==> src/rtl/spi_master_ctrl.sv <==
// spi_master_ctrl: parallel-request SPI initiator producing one select/check/10-bit/optional 8-bit-response frame per request.
module spi_master_ctrl #(
  parameter int unsigned MISO_LAT = 2,
  parameter int unsigned IDLE_GAP = 1
) (
  input  logic       clk,
  input  logic       rst,
  input  logic       start,
  input  logic [1:0] cmd,
  input  logic [7:0] tx_data,
  output logic       busy,
  output logic       done,
  output logic [7:0] rx_data,
  output logic       rx_valid,
  output logic       SS_n,
  output logic       MOSI,
  input  logic       MISO
);
  typedef enum logic [2:0] {S_IDLE, S_SEL, S_CHK, S_SHIFT, S_WAIT, S_RECV, S_END, S_GAP} state_e;
  localparam logic [3:0] LAT_LAST = 4'(MISO_LAT - 2);
  localparam logic [3:0] GAP_LAST = 4'(IDLE_GAP - 2);
  state_e      state_q, state_d;
  logic [3:0]  cnt_q, cnt_d;
  logic [9:0]  sh_q, sh_d;
  logic        rd_q, rd_d;
  logic [7:0]  rx_sh_q, rx_sh_d;
  logic [7:0]  rx_data_q, rx_data_d;
  logic        accept;
  always_ff @(posedge clk) begin
    if (rst) begin
      state_q   <= S_IDLE;
      cnt_q     <= '0;
      sh_q      <= '0;
      rd_q      <= 1'b0;
      rx_sh_q   <= '0;
      rx_data_q <= '0;
    end else begin
      state_q   <= state_d;
      cnt_q     <= cnt_d;
      sh_q      <= sh_d;
      rd_q      <= rd_d;
      rx_sh_q   <= rx_sh_d;
      rx_data_q <= rx_data_d;
    end
  end
  always_comb begin
    state_d = state_q;
    case (state_q)
      S_IDLE:  state_d = start ? S_SEL : S_IDLE;
      S_SEL:   state_d = S_CHK;
      S_CHK:   state_d = S_SHIFT;
      S_SHIFT: state_d = (cnt_q != 4'd9) ? S_SHIFT : !rd_q ? S_END : (MISO_LAT == 1) ? S_RECV : S_WAIT;
      S_WAIT:  state_d = (cnt_q == LAT_LAST) ? S_RECV : S_WAIT;
      S_RECV:  state_d = (cnt_q == 4'd7) ? S_END : S_RECV;
      S_END:   state_d = (IDLE_GAP == 1) ? S_IDLE : S_GAP;
      S_GAP:   state_d = (cnt_q == GAP_LAST) ? S_IDLE : S_GAP;
      default: state_d = S_IDLE;
    endcase
  end
  // Every state's counter restarts at 0 on entry; the final RECV bit goes straight into rx_data so it is valid during END.
  always_comb begin
    accept    = (state_q == S_IDLE) && start;
    cnt_d     = (state_d != state_q || state_q == S_IDLE) ? 4'd0 : cnt_q + 4'd1;
    sh_d      = accept ? {cmd, tx_data} : (state_q == S_SHIFT) ? {sh_q[8:0], 1'b0} : sh_q;
    rd_d      = accept ? &cmd : rd_q;
    rx_sh_d   = (state_q == S_RECV) ? {rx_sh_q[6:0], MISO} : rx_sh_q;
    rx_data_d = (state_q == S_RECV && cnt_q == 4'd7) ? {rx_sh_q[6:0], MISO} : rx_data_q;
  end
  always_comb begin
    SS_n     = (state_q == S_IDLE) || (state_q == S_END) || (state_q == S_GAP);
    MOSI     = ((state_q == S_CHK) || (state_q == S_SHIFT)) ? sh_q[9] : 1'b0;
    busy     = state_q != S_IDLE;
    done     = state_q == S_END;
    rx_valid = (state_q == S_END) && rd_q;
    rx_data  = rx_data_q;
  end
endmodule

==> config.mk <==
export PLATFORM = sky130hd
export DESIGN_NAME = spi_master_ctrl
export DESIGN_NICKNAME = d
export VERILOG_FILES = /design/src/rtl/spi_master_ctrl.sv
export SDC_FILE = /design/constraint.sdc
export NUM_CORES = 1
export LEC_CHECK = 0
export BUFFER_PORTS_ARGS = -buffer_cell sky130_fd_sc_hd__buf_2
export CAP_MARGIN = 25
export CORE_AREA = 4 4 58 60
export DETAILED_ROUTE_END_ITERATION = 8
export DIE_AREA = 0 0 62 64
export GPL_TIMING_DRIVEN = 0
export PLACE_DENSITY = 0.83
export SLEW_MARGIN = 20
export SYNTH_ARGS = -nofsm -noshare
export SYNTH_HDL_FRONTEND = slang
export SYNTH_SLANG_ARGS = --single-unit
==> constraint.sdc <==
create_clock -name clk -period 4.5 [get_ports clk]
set_clock_uncertainty 0.2 [all_clocks]
set_input_delay 0.225 -clock clk [delete_from_list [all_inputs] [get_ports clk]]
set_output_delay 0.225 -clock clk [all_outputs]
set_load 0.05 [all_outputs]
==> metrics <==
outcome=completed; DR vias/cell=5.56; CP Launch Type=flip-flop; Hold Violations, Final=0; critical path arrival=2.23 ns; asr flop ratio synth=0%; H-tree Lvls=2; Sw Ratio=26.4%; RSZ-0062 raised after global routing=false; clk_lat worst skew=0.33 ns; Psw=0.174 mW; met2 WL=1.72 mm; I/O Buffers=26; Period minus WS final=2.17 ns; total grt overflow=0; share of power burned in registers=47.7%; syn_area_per_cell=9.84 um^2; Final Setup Violations=0; P&R area growth vs syn=20.6%; syn_nets=183; final WL=3.41 mm; CTS root buf=clkbuf_4; Die Y=64 um; Max rail drop VDD=0.000269 V; critical path endpoint category=flip-flop; slowest CP cell=dlygate4sd3_1; # rows=20; wl on met1=1.49 mm; largest net degree at the start of global routing=11; Max clock buf depth=2; WHS=0.0230 ns; Post-Layout Cell Count=241; met3 routed wirelength=154 um; Top FF cell, synth=dfxtp_1; Num CTS Buffers=5; crit-path max FO=10; Ys Warns=0; DRC=0; Hold Path Class=input pin to flip-flop; power per cell area=335 mW/mm^2; Routed WL per cell=14.1 um; Post-Syn Area=0.00163 mm^2; Worst-Margin Slew=0.446 ns; hold_sp=cmd[1]; Clock power frac=34.6%; DPL Wire Length=2.49 mm; LEAKAGE=0.894 nW; ordered cell list for the critical path=buf_6 -> nor3_2 -> and2_1 -> nand3_1 -> dlygate4sd3_1 -> a21oi_1; antenna violations before repair=0; Reg clk slew, reported paths=0.10 ns; RePlAce Congestion=0.799; full die area=0.00397 mm^2; R2R Path Start=state_q[0]; CP Data Required Time=4.56 ns; sequential share of the synthesized area=40.5%; I/O pins=27; max cap viols=0; fin crit share=48.2%; flops & latches, synth=33; CP max stage delay=0.57 ns; Placed Instances=225; via count=1,339; DRT iter0 DRCs=63; Synth Instances=166; Max Used Layer=met4; Synth cell types=40; TritonCTS clock tree=yes; CORE AREA=0.00293 mm^2; Fin Setup TNS=0 ns; drt first pass iters=4; layout cell share with drive strength beyond 1=29.8%; Ant. Diodes=0; max-slew violation count=0; CTS resizes=0; vias in the first global route=1,401; chip width=62 um; CP startpoint=state_q[0]; Final #Nets=224; Comb power frac=17.7%; Rel. slew slack=70.3%; f_max=461 MHz; EDFF count, synth=0; initial core utilization=55.8%; post-route antenna net violation count=0; P_int=0.485 mW; Global Route Usage Sum=20.0%; number of clock sinks=33; critical path class=flip-flop to flip-flop; first-pass GRT wire length=6.05 mm; Final Util=67.3%
per-layer routing:
metal / vias to the layer above / GRT usage, %
li1: 668 / -
met1: 632 / 24.6
met2: 32 / 32.3
met3: 7 / 5.66
met4: 0 / 7.16
met5: - / 0
sequential cells by signal, summed over array words and instances (netlist names):
signal   flops
cnt_q        4
rd_q         1
rx_data      8
rx_sh_q      7
sh_q        10
state_q      3
through the flow:
stage	worst slack, ns	power (mW)	cell area (um^2)
4_1_cts	2.35	0.666	1970
3_3_place_gp	2.69	0.427	1800
3_5_place_dp	2.65	0.432	1800
5_1_grt	2.23	0.691	1970
6_report	2.33	0.659	1970
2_1_floorplan	2.50	0.405	1630
path summary, 6_finish.rpt:
kind / endpoint / slack [ns] / depth (start not counted)
max reg2reg: rd_q / 2.33 / 6
min reg2reg: sh_q[7] / 0.28 / 2
min: sh_q[9] / 0.02 / 3
max: rd_q / 2.33 / 6
critical path: cells and delay by family, from the launching register on:
| family | cells | cell delay (ns) |
|---|---|---|
| and+or+nand+nor | 3 | 0.73 |
| AOI/OAI and AO/OA | 1 | 0.14 |
| buffers and inverters | 2 | 0.71 |
| DFF | 1 | 0.32 |
cells in the mapped netlist, drive strengths merged, types with 2 or more instances:
cell type / instances / area (um^2)
a22oi: 2 / 15.0
nand3: 6 / 30.0
a311oi: 8 / 114
dfxtp: 33 / 661
nand3b: 2 / 27.5
mux2i: 15 / 150
nor3: 4 / 40.0
nor2: 27 / 118
nand2: 20 / 77.6
ha: 3 / 37.5
nor2b: 2 / 12.5
buf: 9 / 78.8
nand4: 2 / 12.5
and2: 3 / 18.8
a41oi: 2 / 36.3
a21oi: 6 / 30.0
inv: 5 / 18.8
clkbuf: 2 / 7.51
cell families after synthesis:
kind of cell / count (synthesis) / synth area share (%)
flip-flops: 33 / 40.5
multiplexers: 15 / 9.20
AO/OA/AOI/OAI: 24 / 15.9
AND/OR/NAND/NOR: 73 / 24.6
adder cells (fa/ha/maj): 3 / 2.30
buffers and inverters: 16 / 6.44
XOR/XNOR: 2 / 1.07
layout by cell type (no fill, tap or decap), types with 4 or more instances in the layout:
cell           synthesis  layout
dfxtp_1               33      33
nand2_1               19      19
nor2_1                26      26
mux2i_1               15      15
a21oi_1                6       6
inv_1                  5       5
clkbuf_4               0       5
buf_6                  5       5
a311oi_2               7       7
buf_2                  3      29
dlygate4sd3_1          0       8
nor3_2                 4       4
nand3_1                6       6
area by class of cell:
type / count / area [um^2]
buffer: 11 / 86.3
clock buffer: 7 / 55.1
clock inverter: 1 / 30.0
fill: 255 / 958
inverter: 5 / 18.8
multi-input combinational: 117 / 867
sequential: 33 / 661
tap: 33 / 41.3
timing repair buffer: 34 / 210
what timing repair did:
action | CTS | global route
hold endpoints to repair | 8 | 0
buffers inserted | 0 | 0
hold buffers | 8 | 0
power by group through the flow:
stage | logic (mW) | clock network, mW | registers, mW
3_5_place_dp | 0.111 | 0 | 0.321
4_1_cts | 0.117 | 0.235 | 0.314
6_report | 0.117 | 0.228 | 0.314
3_3_place_gp | 0.107 | 0 | 0.320
2_1_floorplan | 0.0866 | 0 | 0.318
5_1_grt | 0.129 | 0.245 | 0.316
Note: power is estimated with default switching activity, not from simulation.
